<file path="src/rtl/div_pkg.sv">
// Shared types and constants for the 8-bit restoring divider.
package div_pkg;

    localparam int unsigned WIDTH      = 8;
    localparam int unsigned ITERATIONS = 8;
    localparam int unsigned CNT_W      = $clog2(ITERATIONS);

    typedef enum logic [2:0] {
        StIdle,
        StInit,
        StShift,
        StTrial,
        StHold
    } state_e;

endpackage

</file>
<file path="src/rtl/div_datapath.sv">
// Divisor, quotient and partial-remainder registers with the trial subtractor.
// Driven by one-hot strobes from the control FSM; holds state when no strobe is set.
module div_datapath
    import div_pkg::*;
(
    input  logic             Clk,
    input  logic             Reset,
    input  logic             ld_d,
    input  logic             init,
    input  logic             init_dbz,
    input  logic             shift,
    input  logic             trial,
    input  logic [WIDTH-1:0] din,
    output logic             d_zero,
    output logic [WIDTH-1:0] quotient,
    output logic [WIDTH-1:0] remainder
);

    logic [WIDTH-1:0] divisor_q, divisor_d;
    logic [WIDTH-1:0] quot_q, quot_d;
    logic [WIDTH:0]   rem_q, rem_d;
    logic [WIDTH+1:0] sub;
    logic [WIDTH:0]   diff;
    logic             fits;

    // Extra top bit acts as the borrow: clear means R >= D.
    assign sub  = {1'b0, rem_q} - {2'b00, divisor_q};
    assign diff = sub[WIDTH:0];
    assign fits = ~sub[WIDTH+1];

    assign d_zero    = (divisor_q == '0);
    assign quotient  = quot_q;
    assign remainder = rem_q[WIDTH-1:0];

    always_comb begin
        divisor_d = divisor_q;
        quot_d    = quot_q;
        rem_d     = rem_q;
        unique case (1'b1)
            ld_d: begin
                divisor_d = din;
            end
            init: begin
                quot_d = din;
                rem_d  = '0;
            end
            init_dbz: begin
                quot_d = '1;
                rem_d  = {1'b0, din};
            end
            shift: begin
                // {R,Q} shifted as one value; R[8] is always 0 here so nothing is lost.
                rem_d  = {rem_q[WIDTH-1:0], quot_q[WIDTH-1]};
                quot_d = {quot_q[WIDTH-2:0], 1'b0};
            end
            trial: begin
                if (fits) begin
                    rem_d     = diff;
                    quot_d[0] = 1'b1;
                end
            end
            default: ;
        endcase
    end

    always_ff @(posedge Clk) begin
        if (Reset) begin
            divisor_q <= '0;
            quot_q    <= '0;
            rem_q     <= '0;
        end else begin
            divisor_q <= divisor_d;
            quot_q    <= quot_d;
            rem_q     <= rem_d;
        end
    end

endmodule

</file>
<file path="src/rtl/restoring_divider.sv">
// Unsigned 8-bit restoring divider: control FSM plus iteration count and
// divide-by-zero flag; arithmetic lives in div_datapath.
module restoring_divider #(
    parameter int unsigned WIDTH = 8
) (
    input  logic             Clk,
    input  logic             Reset,
    input  logic             Execute,
    input  logic             Load_D,
    input  logic [WIDTH-1:0] Din,
    output logic [WIDTH-1:0] Quotient,
    output logic [WIDTH-1:0] Remainder,
    output logic             Executing,
    output logic             Done,
    output logic             Div_By_Zero
);

    import div_pkg::*;

    state_e           state_q, state_d;
    logic [CNT_W-1:0] cnt_q, cnt_d;
    logic             dbz_q, dbz_d;

    logic ld_d, init, init_dbz, shift, trial;
    logic d_zero;

    always_comb begin
        state_d  = state_q;
        cnt_d    = cnt_q;
        dbz_d    = dbz_q;
        ld_d     = 1'b0;
        init     = 1'b0;
        init_dbz = 1'b0;
        shift    = 1'b0;
        trial    = 1'b0;
        unique case (state_q)
            StIdle: begin
                // A start request takes priority over a divisor load.
                if (Execute) begin
                    state_d = StInit;
                end else if (Load_D) begin
                    ld_d = 1'b1;
                end
            end
            StInit: begin
                cnt_d = '0;
                dbz_d = d_zero;
                if (d_zero) begin
                    init_dbz = 1'b1;
                    state_d  = StHold;
                end else begin
                    init    = 1'b1;
                    state_d = StShift;
                end
            end
            StShift: begin
                shift   = 1'b1;
                state_d = StTrial;
            end
            StTrial: begin
                trial = 1'b1;
                if (cnt_q == CNT_W'(ITERATIONS - 1)) begin
                    state_d = StHold;
                end else begin
                    cnt_d   = cnt_q + 1'b1;
                    state_d = StShift;
                end
            end
            StHold: begin
                if (!Execute) begin
                    state_d = StIdle;
                end
            end
            default: begin
                state_d = StIdle;
            end
        endcase
    end

    always_ff @(posedge Clk) begin
        if (Reset) begin
            state_q <= StIdle;
            cnt_q   <= '0;
            dbz_q   <= 1'b0;
        end else begin
            state_q <= state_d;
            cnt_q   <= cnt_d;
            dbz_q   <= dbz_d;
        end
    end

    always_comb begin
        Executing   = (state_q == StInit) || (state_q == StShift) || (state_q == StTrial);
        Done        = (state_q == StHold);
        Div_By_Zero = (state_q == StHold) && dbz_q;
    end

    div_datapath u_datapath (
        .Clk       (Clk),
        .Reset     (Reset),
        .ld_d      (ld_d),
        .init      (init),
        .init_dbz  (init_dbz),
        .shift     (shift),
        .trial     (trial),
        .din       (Din),
        .d_zero    (d_zero),
        .quotient  (Quotient),
        .remainder (Remainder)
    );

endmodule

</file>
<file path="config.mk">
export PLATFORM = sky130hd
export DESIGN_NAME = restoring_divider
export DESIGN_NICKNAME = d
export VERILOG_FILES = /design/src/rtl/div_pkg.sv /design/src/rtl/div_datapath.sv /design/src/rtl/restoring_divider.sv
export SDC_FILE = /design/constraint.sdc
export NUM_CORES = 1
export LEC_CHECK = 0
export BUFFER_PORTS_ARGS = -buffer_cell sky130_fd_sc_hd__buf_2
export CORE_AREA = 2 2 81 83
export CTS_BUF_LIST = sky130_fd_sc_hd__clkbuf_8 sky130_fd_sc_hd__clkbuf_16
export DETAILED_ROUTE_END_ITERATION = 12
export DIE_AREA = 0 0 83 85
export SLEW_MARGIN = 20
export SYNTH_ARGS = -nofsm -noshare
export SYNTH_HDL_FRONTEND = slang
export SYNTH_SLANG_ARGS = --single-unit
</file>
<file path="constraint.sdc">
create_clock -name Clk -period 2.5 [get_ports Clk]
set_input_delay 0.25 -clock Clk [delete_from_list [all_inputs] [get_ports Clk]]
set_output_delay 0.25 -clock Clk [all_outputs]
set_load 0.03 [all_outputs]
</file>
Yosys cells after proc, flatten, opt, wreduce, memory -nomap -nowiden
Cells that the tools add are included.
W data, S select, Z words.

storage, ports and cells
  input port bits = 12
  word-level logic and storage cells = 50
  output and inout port bits = 19
  bits in registers = 32

cells by class
  reduce and logical (&&, ||, !) cells = 11
  equal/unequal tests = 9
  add/sub/neg operators = 2
  muxes and demuxes = 21

operators with widths
  operator               count
  $pmux W9 S4            1
  $pmux W7 S3            1
  $mux W3                5
  $pmux W3 S5            1
  $mux W1                10
  $sub A9 B8 Y10         1
  $mux W9                1
  $logic_not A8 Y1       1
  $ne A2 B2 Y1 const B   4
  $eq A3 B2 Y1 const B   2
  $eq A3 B3 Y1 const B   2
  $pmux W3 S2            1
  $reduce_and A2 Y1      3
  $pmux W1 S4            1
  $reduce_bool A4 Y1     1
  $add A3 B1 Y3 const B  1
  $eq A3 B1 Y1 const B   1
  $logic_not A3 Y1       1
  $reduce_bool A3 Y1     1
  $logic_or A1 B1 Y1     2
  $reduce_bool A2 Y1     1
  $logic_and A1 B1 Y1    1

Longest topological paths before layout
  depth in word-level cells = 5
  gate-level depth with buffers = 9
  mapped depth without buffers = 8

By module
A second synthesis with hierarchy kept.

second synthesis, totals
  cells, all modules = 239
  area, all modules = 1996.9 um^2

by module, submodules not included
  module             seq. area each (um^2)  area each (um^2)  times used  cells each
  div_datapath       500.5                  1597.8            1           192
  restoring_divider  140.1                  399.1             1           47

Worst setup path after synthesis
OpenSTA, ideal clock, no wires.

  path kind = register to register
  start = register u_datapath.divisor_q[6]
  end = register u_datapath.rem_q[0]
  buffers on the path = 0
  setup time = 0.068 ns
  cell stages (with the launch flop) = 9
  data arrival time = 1.978 ns
  setup slack = 0.455 ns
  data required time = 2.432 ns
  period minus slack after synthesis = 2.045 ns
  cell sequence = dfxtp_1 inv_1 ha_1 a21oi_2 inv_2 o41a_1 o31a_1 nor2_4 o2bb2ai_2

on the way
  word-level cells in the longest chain between the ends = 5
  elaborated cells on any way between the ends = 10
  classes of those cells = add/sub (1); eq/ne (1); mux (5); reduce/logical (3)

RTL lines
  element                                                 RTL line            text
  from (decl)                                             div_datapath.sv:19  logic [WIDTH-1:0] divisor_q, divisor_d;
  from (signal assigned)                                  div_datapath.sv:72  divisor_q <= divisor_d;
  branches (longest 5 deep; another with $sub A9 B8 Y10)  --
  to (signal assigned)                                    div_datapath.sv:74  rem_q <= rem_d;
  to (decl)                                               div_datapath.sv:21  logic [WIDTH:0] rem_q, rem_d;

Several ways; the timed one is not identified.
A chain may end at the register's enable or synchronous reset.

Worst setup path in the final report
  start = register u_datapath.divisor_q[6]
  end = register u_datapath.rem_q[6]

on the way
  word-level cells in the longest chain between the ends = 5
  elaborated cells on any way between the ends = 11
  classes of those cells = add/sub (1); eq/ne (1); mux (6); reduce/logical (3)

RTL lines
  element
  branches (longest 5 deep; another with $sub A9 B8 Y10)

Several ways; the timed one is not identified. The select of a mux whose other input is x is not followed.

==> out/summary.txt <==
Worst Tran Pin Value = 0.5519 ns
Syn_nets = 244
Number of enable flip-flop cells after synthesis = 0
Global Route Usage Sum = 14.59%
First-pass GRT wire length = 8176 um
Clock sink total = 32
Hold Crit Class = in2reg
Core Area = 6205 um^2
Synth area leaders = dfxtp_1 (33%), ha_1 (7.1%), o2bb2ai_2 (6.2%), a21oi_1 (5.7%), mux2i_1 (4.1%)
Placer congestion estimate = 0.8272
I/O Buffers = 30
Initial drt markers = 101
Status = finished, final reports clean
Fillers = 642
Die Area = 7055 um^2
Register area share after synthesis = 32.99%
WL final = 4867 um
Unique masters post-synth = 47
Finished Layout Cells = 316
Commonest non-fill, non-tap cell in the layout = dfxtp_1
Synth async-reset ratio = 0%
Initial core utilization = 31.30%
Flop2flop setup slack = 0.21 ns
Slew HR = 63.05%
Clk pwr share = 27.7%
Storage cell area = 640.6 um^2
PwrDens = 619.6 nW/um^2
# rows = 29
Setup ws final = 0.2131 ns
Via count = 1646
IO Pins = 31
Synth top area share = 32.99%
Combinational fraction of design power = 29.2%
Synth warn = 0
Area grow syn2layout = 11.28%
Final Setup Violations = 0
Sequential group share of total power = 43.0%
Max IR drop VDD = 334.1 uV
Kind of critical path = reg2reg
Remaining antenna violation count = 0
Number of global-route vias before repair = 1620
Crit-path max FO = 8
Initial antenna violation count = 0
Pre-CTS setup slack = 0.1859 ns
Setup TNS = 0 ns
Clk_lat worst skew = 0.29 ns
Hpwl dp = 3641 um
DR vias/cell = 5.209
Worst Setup Start Kind = flop
Pin count of the biggest net entering global routing = 27
Fin crit share = 91.48%
Final layout net count = 262
Synth Cell Area = 1942 um^2
Reg clk slew, reported paths = 0.07 ns
Critical path required time = 2.71 ns
Number of antenna diodes = 0
Post-synthesis area per instance = 8.787 um^2
Leak = 0.8558 nW
Total net switching power = 0.0004594 W
DR pass1 iterations = 5
Final hold viol count = 0
WP data arrival = 2.50 ns
Avg WL per Cell = 15.40 um
Clock buffers created by TritonCTS = 5
Unrepaired setup endpoints after global routing = false
MaxCap Viol Count = 0
CTS max path bufs = 2
Worst Hold Depth = 3
Clock root cell = clkbuf_8
Skew final = 0.01098 ns
Worst r2r path cells = 8
Share of layout cells above drive strength 1 = 24.27%
Gr ovfl total = 0
Hold buffers post-CTS = 0
Sw frac = 34.31%
Multi-input logic area = 1129 um^2
Commonest cells after routing, fill and taps aside = dfxtp_1 (32), buf_2 (30), a21oi_1 (22), nor2_1 (21), nand2_1 (17)
Fin crit period = 2.287 ns
Die height = 85 um
CTS tree = done
DRC = 0
Placed Cells incl. Taps = 309
Biggest area consumer among synthesized cells = dfxtp_1
Fmax = 437.3 MHz
Synthesized instance count = 221
Register bit total from synthesis = 32
Internal power = 0.0008795 W
Die X = 83 um
CTS H-tree lvls = 2
Slew Viols, Final = 0
Ys flop type = dfxtp_1
CP endpoint kind = flop
[worst max-delay path, stage by stage, from the launching register on]
cell and delay [ns]:
dfxtp_1 0.35, inv_1 0.05, ha_1 0.34, a21oi_2 0.25, inv_2 0.05, o41a_1 0.43
o31a_1 0.30, nor2_4 0.30, o2bb2ai_2 0.14
[power by group through the flow]
stage          logic, W  clock network [W]  registers [W]
2_1_floorplan  0.000281                  0       0.000609
3_3_place_gp   0.000389                  0       0.000587
3_5_place_dp   0.000390                  0       0.000587
4_1_cts        0.000392           0.000384       0.000576
5_1_grt        0.000431           0.000404       0.000582
6_report       0.000392           0.000371       0.000576
[synth_stat cells (2+ instances only)]
cell type	number
dfxtp_1	32
a21oi_1	22
nor2_1	21
nand2_1	17
ha_1	11
inv_1	11
buf_4	8
clkbuf_1	8
mux2i_1	8
o221ai_1	8
o2bb2ai_2	8
a22oi_1	5
nand3_1	5
o21ai_0	4
xnor2_1	4
a222oi_1	3
and2_1	3
buf_2	3
nand2b_1	3
a31oi_1	2
and3_1	2
buf_6	2
mux2_2	2
nand4_1	2
nor2_4	2
nor2b_1	2
nor3_1	2
or4_4	2
[through the flow]
stage	power, W	hold WS [ns]	util (%)	instance area, um^2
detailed placement	0.0009771	0.4607	33.51	2079
global route	0.001417	0.2695	34.83	2161
CTS	0.001352	0.2543	34.77	2157
floorplan	0.0008899	0.3972	-	1942
global placement	0.0009762	0.4631	33.51	2079
finish	0.001339	0.2640	34.83	2161
[state kept, by name, summed over array words and instances, names as in the netlist]
name / cells
cnt_q: 3
u_datapath.quotient: 8
state_q: 3
dbz_q: 1
u_datapath.rem_q: 9
u_datapath.divisor_q: 8
[per-layer routing]
metal  GRT usage [%]  routed length (um)  vias to the layer above
met5               0                   0                        -
met4           5.514                 110                        0
met3           3.502                 202                       10
met2           23.39                2190                       38
met1           19.10                2364                      763
li1                -                   -                      835
[final cells by class]
cell class / instances / share of cell area (%)
sequential: 32 / 29.65
tap: 77 / 4.459
multi-input combinational: 155 / 52.23
inverter: 12 / 2.085
clock buffer: 5 / 3.185
timing repair buffer: 33 / 7.991
clock inverter: 2 / 0.4053
[repair_timing]
item | 4_1_cts | 5_1_grt
endpoints found under the setup margin | 0 | 4
buffers inserted | 0 | 0
resized for setup | 0 | 1
[worst paths after layout]
check / endpoint / startpoint
setup / recovery: u_datapath.rem_q[6]$_SDFFE_PP0P_ / u_datapath.divisor_q[6]$_SDFFE_PP0P_
hold / removal: state_q[0]$_SDFFE_PP0P_ / Execute
setup reg to reg: u_datapath.rem_q[6]$_SDFFE_PP0P_ / u_datapath.divisor_q[6]$_SDFFE_PP0P_
hold reg to reg: u_datapath.quotient[4]$_SDFFE_PP0P_ / u_datapath.quotient[3]$_SDFFE_PP0P_
[cells by family (layout without fill, tap and decap cells)]
group / after synthesis / after routing / synth area share (%)
multiplexers: 10 / 10 / 5.284
AO/OA/AOI/OAI: 61 / 61 / 24.61
XOR/XNOR: 5 / 5 / 2.255
flip-flops: 32 / 32 / 32.99
adder cells (fa/ha/maj): 11 / 11 / 7.088
buffers and inverters: 34 / 52 / 9.085
AND/OR/NAND/NOR: 68 / 68 / 18.69
(Power assumes the default switching activity.)
